File: src/rtl/tribus_drive_ctrl_if.sv
// Request/grant and tri-state driver pin bundle between requesters and tribus_drive_ctrl.
// The master side is the requester pool; the slave side is the controller that drives EN/I.
interface tribus_drive_ctrl_if #(
   parameter int N = 4,
   parameter int W = 8
);
   logic [N-1:0]   REQ;
   logic [N*W-1:0] DIN;
   logic [N-1:0]   GNT;
   logic [N-1:0]   EN;
   logic [N*W-1:0] I;
   logic           BUSY;

   modport master (output REQ, DIN, input GNT, EN, I, BUSY);
   modport slave  (input REQ, DIN, output GNT, EN, I, BUSY);
endinterface

File: src/rtl/tribus_drive_ctrl.sv
// Round-robin owner of a shared bufz bus with break-before-make dead time between grants.
// Outputs registered; grant 1 cycle after REQ in IDLE; REQ ignored while DRIVE/DEAD.
module tribus_drive_ctrl #(
   parameter int N        = 4,
   parameter int W        = 8,
   parameter int DEAD_CYC = 2,
   parameter int MAX_HOLD = 4
) (
   input  logic               CLK,
   input  logic               RN,
   tribus_drive_ctrl_if.slave bus
);
   localparam int PW = (N > 1) ? $clog2(N) : 1;
   localparam int HW = $clog2(MAX_HOLD + 2);
   localparam logic [HW-1:0] HOLD_MAX  = HW'(MAX_HOLD);
   localparam logic [3:0]    DEAD_INIT = 4'(DEAD_CYC);

   typedef enum logic [1:0] {S_IDLE = 2'd0, S_DRIVE = 2'd1, S_DEAD = 2'd2} state_t;

   state_t         state_q, state_d;
   logic [PW-1:0]  owner_q, owner_d;
   logic [PW-1:0]  rr_ptr_q, rr_ptr_d;
   logic [PW-1:0]  winner;
   logic [HW-1:0]  hold_cnt_q, hold_cnt_d;
   logic [3:0]     dead_cnt_q, dead_cnt_d;
   logic [N-1:0]   gnt_q, gnt_d;
   logic [N*W-1:0] i_q, i_d;
   logic           any_req;
   logic           others_req;
   logic           release_bus;

   always_ff @(posedge CLK) begin
      if (!RN) begin
         state_q    <= S_IDLE;
         owner_q    <= '0;
         rr_ptr_q   <= '0;
         hold_cnt_q <= '0;
         dead_cnt_q <= '0;
         gnt_q      <= '0;
         i_q        <= '0;
      end else begin
         state_q    <= state_d;
         owner_q    <= owner_d;
         rr_ptr_q   <= rr_ptr_d;
         hold_cnt_q <= hold_cnt_d;
         dead_cnt_q <= dead_cnt_d;
         gnt_q      <= gnt_d;
         i_q        <= i_d;
      end
   end

   // First requester at or above rr_ptr, wrapping past N-1 back to 0.
   always_comb begin
      int idx;
      any_req = 1'b0;
      winner  = '0;
      idx     = 0;
      for (int k = 0; k < N; k++) begin
         idx = int'(rr_ptr_q) + k;
         if (idx >= N) idx = idx - N;
         if (!any_req && bus.REQ[idx]) begin
            any_req = 1'b1;
            winner  = PW'(idx);
         end
      end
   end

   assign others_req  = |(bus.REQ & ~(N'(1) << owner_q));
   assign release_bus = !bus.REQ[owner_q] ||
                        ((MAX_HOLD != 0) && (hold_cnt_q == HOLD_MAX) && others_req);

   always_comb begin
      state_d    = state_q;
      dead_cnt_d = dead_cnt_q;
      case (state_q)
         S_IDLE: begin
            if (any_req) state_d = S_DRIVE;
         end
         S_DRIVE: begin
            if (release_bus) begin
               if (DEAD_CYC == 0) begin
                  state_d = S_IDLE;
               end else begin
                  state_d    = S_DEAD;
                  dead_cnt_d = DEAD_INIT;
               end
            end
         end
         S_DEAD: begin
            dead_cnt_d = dead_cnt_q - 4'd1;
            if (dead_cnt_q == 4'd1) state_d = S_IDLE;
         end
         default: state_d = S_IDLE;
      endcase
   end

   // Only the owning group ever sees a non-zero EN or I; everything else is forced low.
   always_comb begin
      owner_d    = owner_q;
      rr_ptr_d   = rr_ptr_q;
      hold_cnt_d = hold_cnt_q;
      gnt_d      = '0;
      i_d        = '0;
      case (state_q)
         S_IDLE: begin
            if (any_req) begin
               owner_d                = winner;
               hold_cnt_d             = HW'(1);
               gnt_d[winner]          = 1'b1;
               i_d[winner*W +: W]     = bus.DIN[winner*W +: W];
            end
         end
         S_DRIVE: begin
            if (release_bus) begin
               rr_ptr_d = (owner_q == PW'(N - 1)) ? '0 : owner_q + 1'b1;
            end else begin
               gnt_d[owner_q]         = 1'b1;
               i_d[owner_q*W +: W]    = bus.DIN[owner_q*W +: W];
               if ((MAX_HOLD != 0) && (hold_cnt_q != HOLD_MAX))
                  hold_cnt_d = hold_cnt_q + 1'b1;
            end
         end
         default: ;
      endcase
   end

   assign bus.GNT  = gnt_q;
   assign bus.EN   = gnt_q;
   assign bus.I    = i_q;
   assign bus.BUSY = (state_q != S_IDLE);
endmodule

File: src/flat_wrapper.sv
// flat-port wrapper written by rule: the top's interface ports become plain ports
module tribus_drive_ctrl_flat 
#(
   parameter int N        = 4,
   parameter int W        = 8,
   parameter int DEAD_CYC = 2,
   parameter int MAX_HOLD = 4
)
  (CLK, RN, bus_REQ, bus_DIN, bus_GNT, bus_EN, bus_I, bus_BUSY);
  tribus_drive_ctrl_if #(.N(N), .W(W)) bus_i ();
  input  logic CLK;
  input  logic RN;
  input wire logic [$bits(bus_i.REQ)-1:0] bus_REQ;
  input wire logic [$bits(bus_i.DIN)-1:0] bus_DIN;
  output wire logic [$bits(bus_i.GNT)-1:0] bus_GNT;
  output wire logic [$bits(bus_i.EN)-1:0] bus_EN;
  output wire logic [$bits(bus_i.I)-1:0] bus_I;
  output wire logic [$bits(bus_i.BUSY)-1:0] bus_BUSY;
  assign bus_i.REQ = bus_REQ;
  assign bus_i.DIN = bus_DIN;
  assign bus_GNT = bus_i.GNT;
  assign bus_EN = bus_i.EN;
  assign bus_I = bus_i.I;
  assign bus_BUSY = bus_i.BUSY;
  tribus_drive_ctrl #(.N(N), .W(W), .DEAD_CYC(DEAD_CYC), .MAX_HOLD(MAX_HOLD)) u_core (.CLK(CLK), .RN(RN), .bus(bus_i));
endmodule
File: config.mk
export PLATFORM = sky130hd
export DESIGN_NAME = tribus_drive_ctrl_flat
export DESIGN_NICKNAME = d
export VERILOG_FILES = /design/src/rtl/tribus_drive_ctrl_if.sv /design/src/rtl/tribus_drive_ctrl.sv /design/src/flat_wrapper.sv
export SDC_FILE = /design/constraint.sdc
export NUM_CORES = 1
export LEC_CHECK = 0
export BUFFER_PORTS_ARGS = -buffer_cell sky130_fd_sc_hd__buf_2
export CORE_MARGIN = 1.5
export CORE_UTILIZATION = 54
export CTS_CLUSTER_DIAMETER = 120
export DETAILED_ROUTE_END_ITERATION = 10
export PLACE_DENSITY = 0.89
export SLEW_MARGIN = 25
export SYNTH_ARGS = -nofsm -noshare
export SYNTH_HDL_FRONTEND = slang
export SYNTH_SLANG_ARGS = --single-unit
File: constraint.sdc
create_clock -name CLK -period 8.3 [get_ports CLK]
set_input_delay 1.245 -clock CLK [delete_from_list [all_inputs] [get_ports CLK]]
set_output_delay 1.245 -clock CLK [all_outputs]
set_load 0.05 [all_outputs]
==> results.tsv, run 1 <==
stage	metric	value	unit
pwr	vdd.ir_drop.worst	0.07561	mV
placed_design	gp_congestion	0.9995	
status	outcome	complete, no violations	
worst_setup_path	critPathLaunch	bus_REQ[1]	
layout	layout_commonest_cell	buf_2	
synthesis	yosysSeqAreaShare	0.3325	
cts	path_clk_slew	0.09	ns
synthesis	avgSynthCellArea	9.078	µm²
global_routing	grt_pass1_wl	12.62	mm
global_routing	globalRouteOverflowTotal	0	
detailed_routing	drc	0	
worst_setup_path	crit_end	u_core.bus.I[11]	
synthesis	mappedNetlistNets	380	
cts	ctsHoldBuffers	0	
timing	max_slew_margin	0.2954	
global_routing	antenna_found_initial	0	
synthesis	synthArstFlopShare	0	
cts	clockBufferDepth	2	
worst_setup_path	critPathRequiredTime	8.50	ns
synthesis	synth_seq_cells	49	
worst_setup_path	arrival	4.13	ns
floorplan	die_h	76.92	µm
timing	period_share	0.4734	
detailed_routing	wl_per_cell	17.07	µm
global_routing	grt_pass1_vias	2528	
detailed_routing	drtAntennaViolNets	0	
cts	cts-root-buf	clkbuf_8	
detailed_routing	drt_iter0_drc	240	
timing	clock_skew	0.006048	ns
pwr	power.density	189.3	nW/µm²
worst_setup_path	reg2reg_to	u_core.bus.I[11]	
global_routing	grt_max_degree	25	
worst_setup_path	reg2reg_slack	5.04	ns
synthesis	syn-cell-area	2950	µm²
placed_design	dp_hpwl	5.793	mm
synthesis	ys_warn_count	0	
floorplan	placementRows	26	
layout	final_area	3421	µm²
worst_setup_path	cp-start-kind	input port	
floorplan	die_w	76.92	µm
timing	max_clock_freq	254.5	MHz
floorplan	start_util	0.5704	
cts	htree_levels	2	
worst_setup_path	r2r_start	u_core.rr_ptr_q[1]	
run	cap_violations	0	
layout	fillers	416	
worst_setup_path	cp_max_fo	24	
cts	cts_tree	built	
detailed_routing	dr.pass1.iters	5	
cts	numCtsBuffers	5	
timing	rsz0062_at_grt	false	
synthesis	synth.distinct_cells	59	
hold_path	hp-class	reg -> reg	
placed_design	dpl-instance-area	3301	µm²
layout	drive_gt1_frac	0.2680	
placed_design	numPortBuffers	78	
layout	antenna_cells	0	
floorplan	ios	79	
floorplan	die_area	5916	µm²
detailed_routing	wl	7.818	mm
timing	period_needed	3.930	ns
worst_setup_path	cp-end-kind	flop	
timing	setup_viol_count_final	0	
timing	setup_tns	0	ns
cts	clkLatencyLatePin	0.30	ns
global_routing	grt_usage	0.2656	
pwr	p_leak	0.001471	µW
worst_setup_path	critical_path_class	in -> reg	
synthesis	synth_edf_count	0	
worst_setup_path	reg2reg_depth	8	
detailed_routing	vias	2869	
cts	cts_resized	0	
detailed_routing	viasPerCell	6.264	
floorplan	core	5172	µm²
synthesis	yosys_most_used_dff	dfxtp_1	
timing	hold_viol_final	0	
timing	final-max-slew-violation-count	0	
layout	fin_util	0.6613	
layout	layout_common_cells	78 x buf_2, 49 x dfxtp_1, 30 x nand2_1	
timing	tightestPinTransition	1.042	ns
layout	area_delta_synth_final	15.95	%
cts	cts.sinks	49	
layout	nets	442	
cts	postCtsSetupBuffers	0	
synthesis	postSynthCellCount	325	
==> power by group <==
| part | internal (µW) | switching (µW) | leakage [µW] |
|---|---|---|---|
| Combinational | 74.0 | 133 | 0.00102 |
| Clock | 98.0 | 79.8 | 0.0000574 |
| Sequential | 248 | 15.7 | 0.000397 |
| Total | 420 | 228 | 0.00147 |
==> kinds of logic (layout without fill, tap and decap cells) <==
| group | after synthesis | count (layout) | share of synthesized area |
|---|---|---|---|
| AND/OR/NAND/NOR | 124 | 124 | 0.2337 |
| AO/OA/AOI/OAI | 82 | 82 | 0.2159 |
| XOR/XNOR | 1 | 1 | 0.002969 |
| buffers and inverters | 41 | 104 | 0.06615 |
| multiplexers | 11 | 11 | 0.07676 |
| flip-flops | 49 | 49 | 0.3325 |
| adder cells (fa/ha/maj) | 17 | 17 | 0.07209 |
==> stage by stage <==
| step | hold slack (ns) | power (µW) | worst slack [ns] | std cells |
|---|---|---|---|---|
| 3_3_place_gp | 0.4506 | 462.5 | 4.281 | 450 |
| 3_5_place_dp | 0.4602 | 468.6 | 4.130 | 450 |
| 6_report | 0.4706 | 647.6 | 4.370 | 458 |
| 2_1_floorplan | 0.4314 | 422.8 | 4.760 | 325 |
| 5_1_grt | 0.5138 | 675.8 | 4.169 | 458 |
| 4_1_cts | 0.4772 | 643.1 | 4.443 | 458 |
==> worst max-delay path, stage by stage <==
cell and delay, ns:
buf_2 0.13, nor2_2 0.53, or4_1 0.58, and2_4 0.31, inv_2 0.08, ha_1 0.36, nand4b_1 0.17, or3_1 0.48
o22ai_1 0.24
==> cells in the mapped netlist, types with 2 or more instances <==
cell | instances | area, µm²
inv_1 | 17 | 63.81
o2bb2ai_1 | 2 | 17.52
o32ai_1 | 7 | 61.31
o22ai_1 | 20 | 125.1
a22o_1 | 2 | 17.52
ha_1 | 17 | 212.7
nand4b_1 | 2 | 17.52
a22oi_1 | 3 | 22.52
o32ai_2 | 4 | 65.06
or2b_1 | 2 | 15.01
mux2i_1 | 2 | 20.02
nor3b_1 | 9 | 67.56
buf_4 | 4 | 30.03
nor4b_1 | 2 | 17.52
buf_2 | 3 | 15.01
mux4_2 | 8 | 180.2
nand4_1 | 3 | 18.77
clkbuf_1 | 12 | 45.04
nand3_1 | 3 | 15.01
a211oi_1 | 2 | 15.01
a21boi_0 | 7 | 52.55
dfxtp_1 | 49 | 980.9
a21oi_1 | 6 | 30.03
nor3_1 | 4 | 20.02
buf_6 | 3 | 33.78
nand2b_1 | 5 | 31.28
a221o_1 | 7 | 70.07
o21ai_0 | 5 | 25.02
o2111ai_1 | 3 | 26.28
nor4_1 | 10 | 62.56
nand2_1 | 30 | 112.6
o21a_1 | 2 | 15.01
o31ai_1 | 3 | 22.52
and3_1 | 14 | 87.58
nor2b_1 | 11 | 68.82
nor2_1 | 19 | 71.32
==> cell type report <==
type	instances	area, µm²	share of cell area
inverters	18	67.56	0.01975
clock buffers	6	82.58	0.02414
repair buffers	78	390.4	0.1141
clock inverters	2	37.54	0.01097
multi-input cells	235	1774	0.5187
flip-flops and latches	49	980.9	0.2868
well taps	70	87.58	0.02560
==> registers in the layout, summed over array words and instances (netlist names) <==
name               cells
u_core.bus.EN          4
u_core.bus.I          32
u_core.dead_cnt_q      4
u_core.hold_cnt_q      3
u_core.owner_q         2
u_core.rr_ptr_q        2
u_core.state_q         2
==> worst min-delay path by stage <==
| stage | from | end | slack, ns | cells past startpoint |
|---|---|---|---|---|
| 2_1_floorplan | u_core.dead_cnt_q[3] | u_core.dead_cnt_q[3] | 0.43 | 1 |
| 3_3_place_gp | u_core.dead_cnt_q[3] | u_core.dead_cnt_q[3] | 0.45 | 1 |
| 3_5_place_dp | u_core.dead_cnt_q[3] | u_core.dead_cnt_q[3] | 0.46 | 1 |
| 4_1_cts | u_core.dead_cnt_q[3] | u_core.dead_cnt_q[3] | 0.48 | 1 |
| 5_1_grt | u_core.dead_cnt_q[3] | u_core.dead_cnt_q[3] | 0.51 | 1 |
| 6_report | u_core.dead_cnt_q[3] | u_core.dead_cnt_q[3] | 0.47 | 1 |
==> routing by layer <==
layer / global-route usage / routed length, µm / vias to the layer above / share of wire
li1: - / - / 1344 / -
met1: 0.3710 / 3399 / 1326 / 0.43
met2: 0.4133 / 3542 / 184 / 0.45
met3: 0.04167 / 718 / 15 / 0.092
met4: 0.09630 / 159 / 0 / 0.020
met5: 0 / 0 / - / 0
Power figures use the tool's default switching activity.
==> run 2: changes to the inputs <==
Settings changed: CORE_UTILIZATION 54 to 53, PLACE_DENSITY 0.89 to 0.87.
Clock period 8.3 ns to 3.9 ns, I/O delays scaled along.
==> run 2 against run 1 <==
  * Combinational power up 110%
  * Worst hold slack about the same
  * Sequential power up 110%
  * First-iteration DRC count down 7.9%
  * Die area up 1.8%
  * Count of clock-buffer cells in the layout down 1
  * Clock skew up 0.0031 ns
  * Total power up 110%
  * Cell area up 0.51%
  * Clock power up 100%
  * Worst setup slack worse by 3.7 ns
  * Critical path depth down 2
  * Critical path type is now reg -> reg
  * Highest routed layer unchanged
==> results.tsv, run 2 (same netlist as run 1, synthesis figures left out) <==
stage	metric	value	unit
pwr	p_leak	0.001483	µW
global_routing	antenna_found_initial	0	
timing	setup_viol_count_final	0	
detailed_routing	drtAntennaViolNets	0	
cts	cts_tree	built	
cts	postCtsSetupBuffers	0	
layout	layout_common_cells	78 x buf_2, 49 x dfxtp_1, 30 x nand2_1	
global_routing	globalRouteOverflowTotal	0	
floorplan	die_h	77.61	µm
detailed_routing	vias	2866	
hold_path	min_from	u_core.dead_cnt_q[3]	
run	cap_violations	0	
worst_setup_path	r2r_start	u_core.rr_ptr_q[1]	
worst_setup_path	arrival	3.48	ns
timing	tightestPinTransition	0.9650	ns
detailed_routing	drt_iter0_drc	221	
worst_setup_path	slowest_stage	dfxtp_1	
worst_setup_path	cp_max_fo	24	
worst_setup_path	reg2reg_depth	7	
layout	drive_gt1_frac	0.2737	
floorplan	placementRows	26	
placed_design	dpl-instance-area	3323	µm²
worst_setup_path	cp-start-kind	flop	
floorplan	die_area	6023	µm²
layout	final_area	3438	µm²
pwr	vdd.ir_drop.worst	0.2844	mV
timing	clock_skew	0.009145	ns
timing	setup_tns	0	ns
floorplan	core	5238	µm²
cts	cts-root-buf	clkbuf_8	
detailed_routing	drc	0	
cts	htree_levels	2	
layout	layout_commonest_cell	buf_2	
global_routing	grt_pass1_vias	2559	
layout	largest_reg_flops	32	
timing	hold_viol_final	0	
timing	max_clock_freq	306.7	MHz
worst_setup_path	reg2reg_slack	0.64	ns
layout	antenna_cells	0	
timing	rsz0062_at_grt	false	
hold_path	hp-class	reg -> reg	
worst_setup_path	crit_cells	7	
floorplan	start_util	0.5633	
detailed_routing	dr.pass1.iters	5	
cts	numCtsBuffers	5	
worst_setup_path	reg2reg_to	u_core.bus.I[1]	
detailed_routing	wl	7.576	mm
worst_setup_path	path_common_cell	nand2_1	
cts	clockBufferDepth	2	
floorplan	die_w	77.61	µm
global_routing	grt_usage	0.2522	
cts	clkLatencyLatePin	0.30	ns
placed_design	dp_hpwl	5.836	mm
cts	cts.sinks	49	
worst_setup_path	cp-end-kind	flop	
timing	period_needed	3.261	ns
placed_design	numPortBuffers	78	
worst_setup_path	path_delay_family	simple AND/OR/NAND/NOR gates	
worst_setup_path	critPathRequiredTime	4.12	ns
global_routing	grt_max_degree	25	
hold_path	hold_depth	1	
timing	max_slew_margin	0.3558	
layout	nets	445	
timing	final-max-slew-violation-count	0	
placed_design	gp_congestion	0.9489	
hold_path	hold_end	u_core.dead_cnt_q[3]	
layout	area_delta_synth_final	16.54	%
worst_setup_path	crit_buf_inv	1	
cts	cts_resized	0	
timing	period_share	0.8361	
worst_setup_path	cp_cell_sequence	nand2_1, a211o_1, nand2_1, inv_1, ha_1, or4b_1, o21ai_0	
detailed_routing	viasPerCell	6.217	
worst_setup_path	critical_path_class	reg -> reg	
status	outcome	complete, no violations	
cts	ctsHoldBuffers	0	
cts	path_clk_slew	0.09	ns
detailed_routing	wl_per_cell	16.43	µm
pwr	power.density	397.1	nW/µm²
global_routing	grt_pass1_wl	12.25	mm
floorplan	ios	79	
worst_setup_path	max_stage_delay	0.81	ns
run 2: cell type report:
| class | instances | area, µm² |
|---|---|---|
| Fill cell | 446 | 1799 |
| Inverter | 18 | 67.56 |
| Sequential cell | 49 | 980.9 |
| Timing Repair Buffer | 81 | 412.9 |
| Clock inverter | 3 | 46.29 |
| Multi-Input combinational cell | 235 | 1774 |
| Clock buffer | 5 | 68.82 |
| Tap cell | 70 | 87.58 |
run 2: how the worst max path moves through the flow:
stage / start / end
after floorplan: bus_REQ[2] / u_core.bus.I[2]
after global placement: bus_REQ[0] / u_core.bus.I[3]
after detailed placement: bus_REQ[0] / u_core.bus.I[7]
after CTS: u_core.rr_ptr_q[1] / u_core.bus.I[1]
after global routing: u_core.rr_ptr_q[1] / u_core.bus.I[2]
final: u_core.rr_ptr_q[1] / u_core.bus.I[1]
run 2: layer usage:
layer	wire length, µm	GRT usage	share of wire	vias to the layer above
met5	0	0	0	-
met4	157	0.08000	0.021	0
met3	577	0.04353	0.076	22
met2	3500	0.4017	0.46	150
met1	3340	0.3464	0.44	1339
li1	-	-	-	1355
run 2: per-stage QoR:
stage / hold WS (ns) / setup WS, ns / power [µW] / util / cells
4_1_cts: 0.4718 / 0.6658 / 1361 / 0.6565 / 461
3_3_place_gp: 0.4515 / 0.6834 / 988.8 / 0.6345 / 453
6_report: 0.4708 / 0.6390 / 1365 / 0.6565 / 461
2_1_floorplan: 0.4314 / 1.020 / 899.9 / - / 325
3_5_place_dp: 0.4525 / 0.6017 / 1003 / 0.6345 / 453
5_1_grt: 0.4972 / 0.3977 / 1435 / 0.6565 / 461
run 2: worst register-to-register path, delay by kind of cell, from the launching register on:
kind                     cells  cell delay (ns)
flip-flops                   1             0.81
adder cells (fa/ha/maj)      1             0.39
AO/OA/AOI/OAI                2             0.63
buffers and inverters        1             0.19
AND/OR/NAND/NOR              3             1.16
run 2: power by group:
part / leakage (µW) / total (µW) / internal (µW) / switching (µW)
clock network: 0.0000543 / 364 / 192 / 172
registers: 0.000397 / 562 / 527 / 34.8
logic: 0.00103 / 440 / 161 / 279
total: 0.00148 / 1370 / 880 / 485
==> run 3: changes to the inputs <==
Clock period 3.9 ns to 3.2 ns, I/O delays scaled along.
==> run 3 against run 2 <==
  * Global-route usage up 0.77 points
  * Utilization up 1.4 points
  * Clock power up 40%
  * Fmax up 9.6%
  * Wire length up 2.9%
  * Critical path type unchanged
  * Largest power group unchanged
==> results.tsv, run 3 (same netlist as run 1, synthesis figures left out) <==
stage	metric	value	unit
status	outcome	complete, no violations	
timing	setup_tns	0	ns
cts	clkLatencyLatePin	0.30	ns
pwr	vdd.ir_drop.worst	0.2290	mV
floorplan	placementRows	26	
global_routing	grt_pass1_vias	2589	
worst_setup_path	arrival	3.18	ns
cts	htree_levels	2	
worst_setup_path	cp-end-kind	flop	
timing	clock_skew	0.008778	ns
cts	cts.sinks	49	
worst_setup_path	max_stage_delay	0.80	ns
timing	final-max-slew-violation-count	0	
placed_design	gp_congestion	0.9147	
layout	antenna_cells	0	
detailed_routing	wl	7.798	mm
cts	postCtsSetupBuffers	0	
worst_setup_path	slowest_stage	dfxtp_1	
detailed_routing	wl_per_cell	16.66	µm
placed_design	dp_hpwl	5.890	mm
layout	drive_gt1_frac	0.2864	
floorplan	ios	79	
worst_setup_path	cp_cell_sequence	or4b_4, and2_4, ha_1, nor3_1, nand4_1, o32ai_1	
layout	layout_common_cells	78 x buf_2, 49 x dfxtp_1, 30 x nand2_1	
cts	cts_tree	built	
pwr	p_sw_frac	0.3362	
layout	area_delta_synth_final	18.96	%
worst_setup_path	critPathRequiredTime	3.41	ns
floorplan	core	5238	µm²
cts	cts_resized	0	
run	cap_violations	0	
cts	clockBufferDepth	2	
detailed_routing	drtAntennaViolNets	0	
worst_setup_path	cp_max_fo	24	
placed_design	dpl-instance-area	3376	µm²
detailed_routing	viasPerCell	6.226	
layout	largest_reg_flops	32	
global_routing	globalRouteOverflowTotal	0	
global_routing	antenna_found_initial	0	
cts	path_clk_slew	0.09	ns
timing	rsz0062_at_grt	false	
pwr	p_int	1161	µW
detailed_routing	drt_iter0_drc	256	
timing	max_clock_freq	336.0	MHz
layout	multi_input_area	1774	µm²
worst_setup_path	reg2reg_slack	0.22	ns
detailed_routing	drc	0	
layout	fillers	416	
layout	final_area	3510	µm²
floorplan	start_util	0.5633	
pwr	p_clk_frac	0.291	
pwr	p_leak	0.001531	µW
timing	setup_viol_count_final	0	
global_routing	grt_usage	0.2599	
pwr	p_comb_frac	0.325	
timing	tightestPinTransition	1.004	ns
hold_path	hp-class	in -> reg	
global_routing	grt_pass1_wl	12.54	mm
timing	period_share	0.9300	
timing	hold_viol_final	0	
worst_setup_path	cp-start-kind	flop	
detailed_routing	dr.pass1.iters	5	
layout	nets	452	
pwr	switchingPower	588.2	µW
timing	period_needed	2.976	ns
cts	ctsHoldBuffers	0	
layout	regArea	980.9	µm²
pwr	seq_power_share	0.384	
global_routing	grt_max_degree	25	
cts	cts-root-buf	clkbuf_8	
floorplan	die_area	6023	µm²
layout	layout_commonest_cell	buf_2	
floorplan	die_w	77.61	µm
timing	max_slew_margin	0.3215	
floorplan	die_h	77.61	µm
placed_design	numPortBuffers	78	
detailed_routing	vias	2914	
worst_setup_path	critical_path_class	reg -> reg	
pwr	power.density	498.5	nW/µm²
cts	numCtsBuffers	5	
run 3: cell types whose count changed in the layout (fill, tap and decap cells not counted), sizes merged:
cell,previous run,this run
buf,81,88
bufinv,1,2
clkinvlp,1,0
run 3: final timing paths:
path,to,start,depth (start not counted)
worst min-delay path,u_core.hold_cnt_q[0],RN,3
worst max register to register,u_core.bus.I[21],u_core.rr_ptr_q[1],6
worst min register to register,u_core.dead_cnt_q[3],u_core.dead_cnt_q[3],1
worst max-delay path,u_core.bus.I[21],u_core.rr_ptr_q[1],6
run 3: worst max-delay path, delay by kind of cell (launching register included):
kind | cells | cell delay (ns)
AO/OA/AOI/OAI | 1 | 0.39
adder cells (fa/ha/maj) | 1 | 0.24
flip-flops | 1 | 0.80
AND/OR/NAND/NOR | 4 | 1.45
run 3: metal layers:
metal / track usage / share of wire
met5: 0 / 0
met4: 0.07455 / 0.013
met3: 0.04706 / 0.079
met2: 0.4148 / 0.47
met1: 0.3588 / 0.44
run 3: power by group through the flow:
stage / registers, µW / clock network (µW) / logic [µW]
after floorplan: 728 / 0 / 369
after global placement: 684 / 0 / 540
after detailed placement: 685 / 0 / 552
after CTS: 671 / 511 / 556
after global routing: 677 / 541 / 613
final: 672 / 509 / 568
run 3: per-stage QoR:
step / worst slack [ns] / std cells / hold slack [ns] / utilization / total power, µW
global route: 0.03085 / 468 / 0.4504 / 0.6701 / 1832
CTS: 0.3170 / 468 / 0.4380 / 0.6701 / 1738
floorplan: 0.4253 / 325 / 0.4314 / - / 1097
detailed placement: 0.1172 / 460 / 0.4716 / 0.6445 / 1238
global placement: 0.2513 / 460 / 0.4517 / 0.6445 / 1224
finish: 0.2241 / 468 / 0.4380 / 0.6701 / 1750
run 3: final cells by class:
class	count	share of cell area
clock buffers	5	0.01961
clock inverters	3	0.01854
inverters	18	0.01925
multi-input cells	235	0.5055
flip-flops and latches	49	0.2795
well taps	70	0.02496
repair buffers	88	0.1326
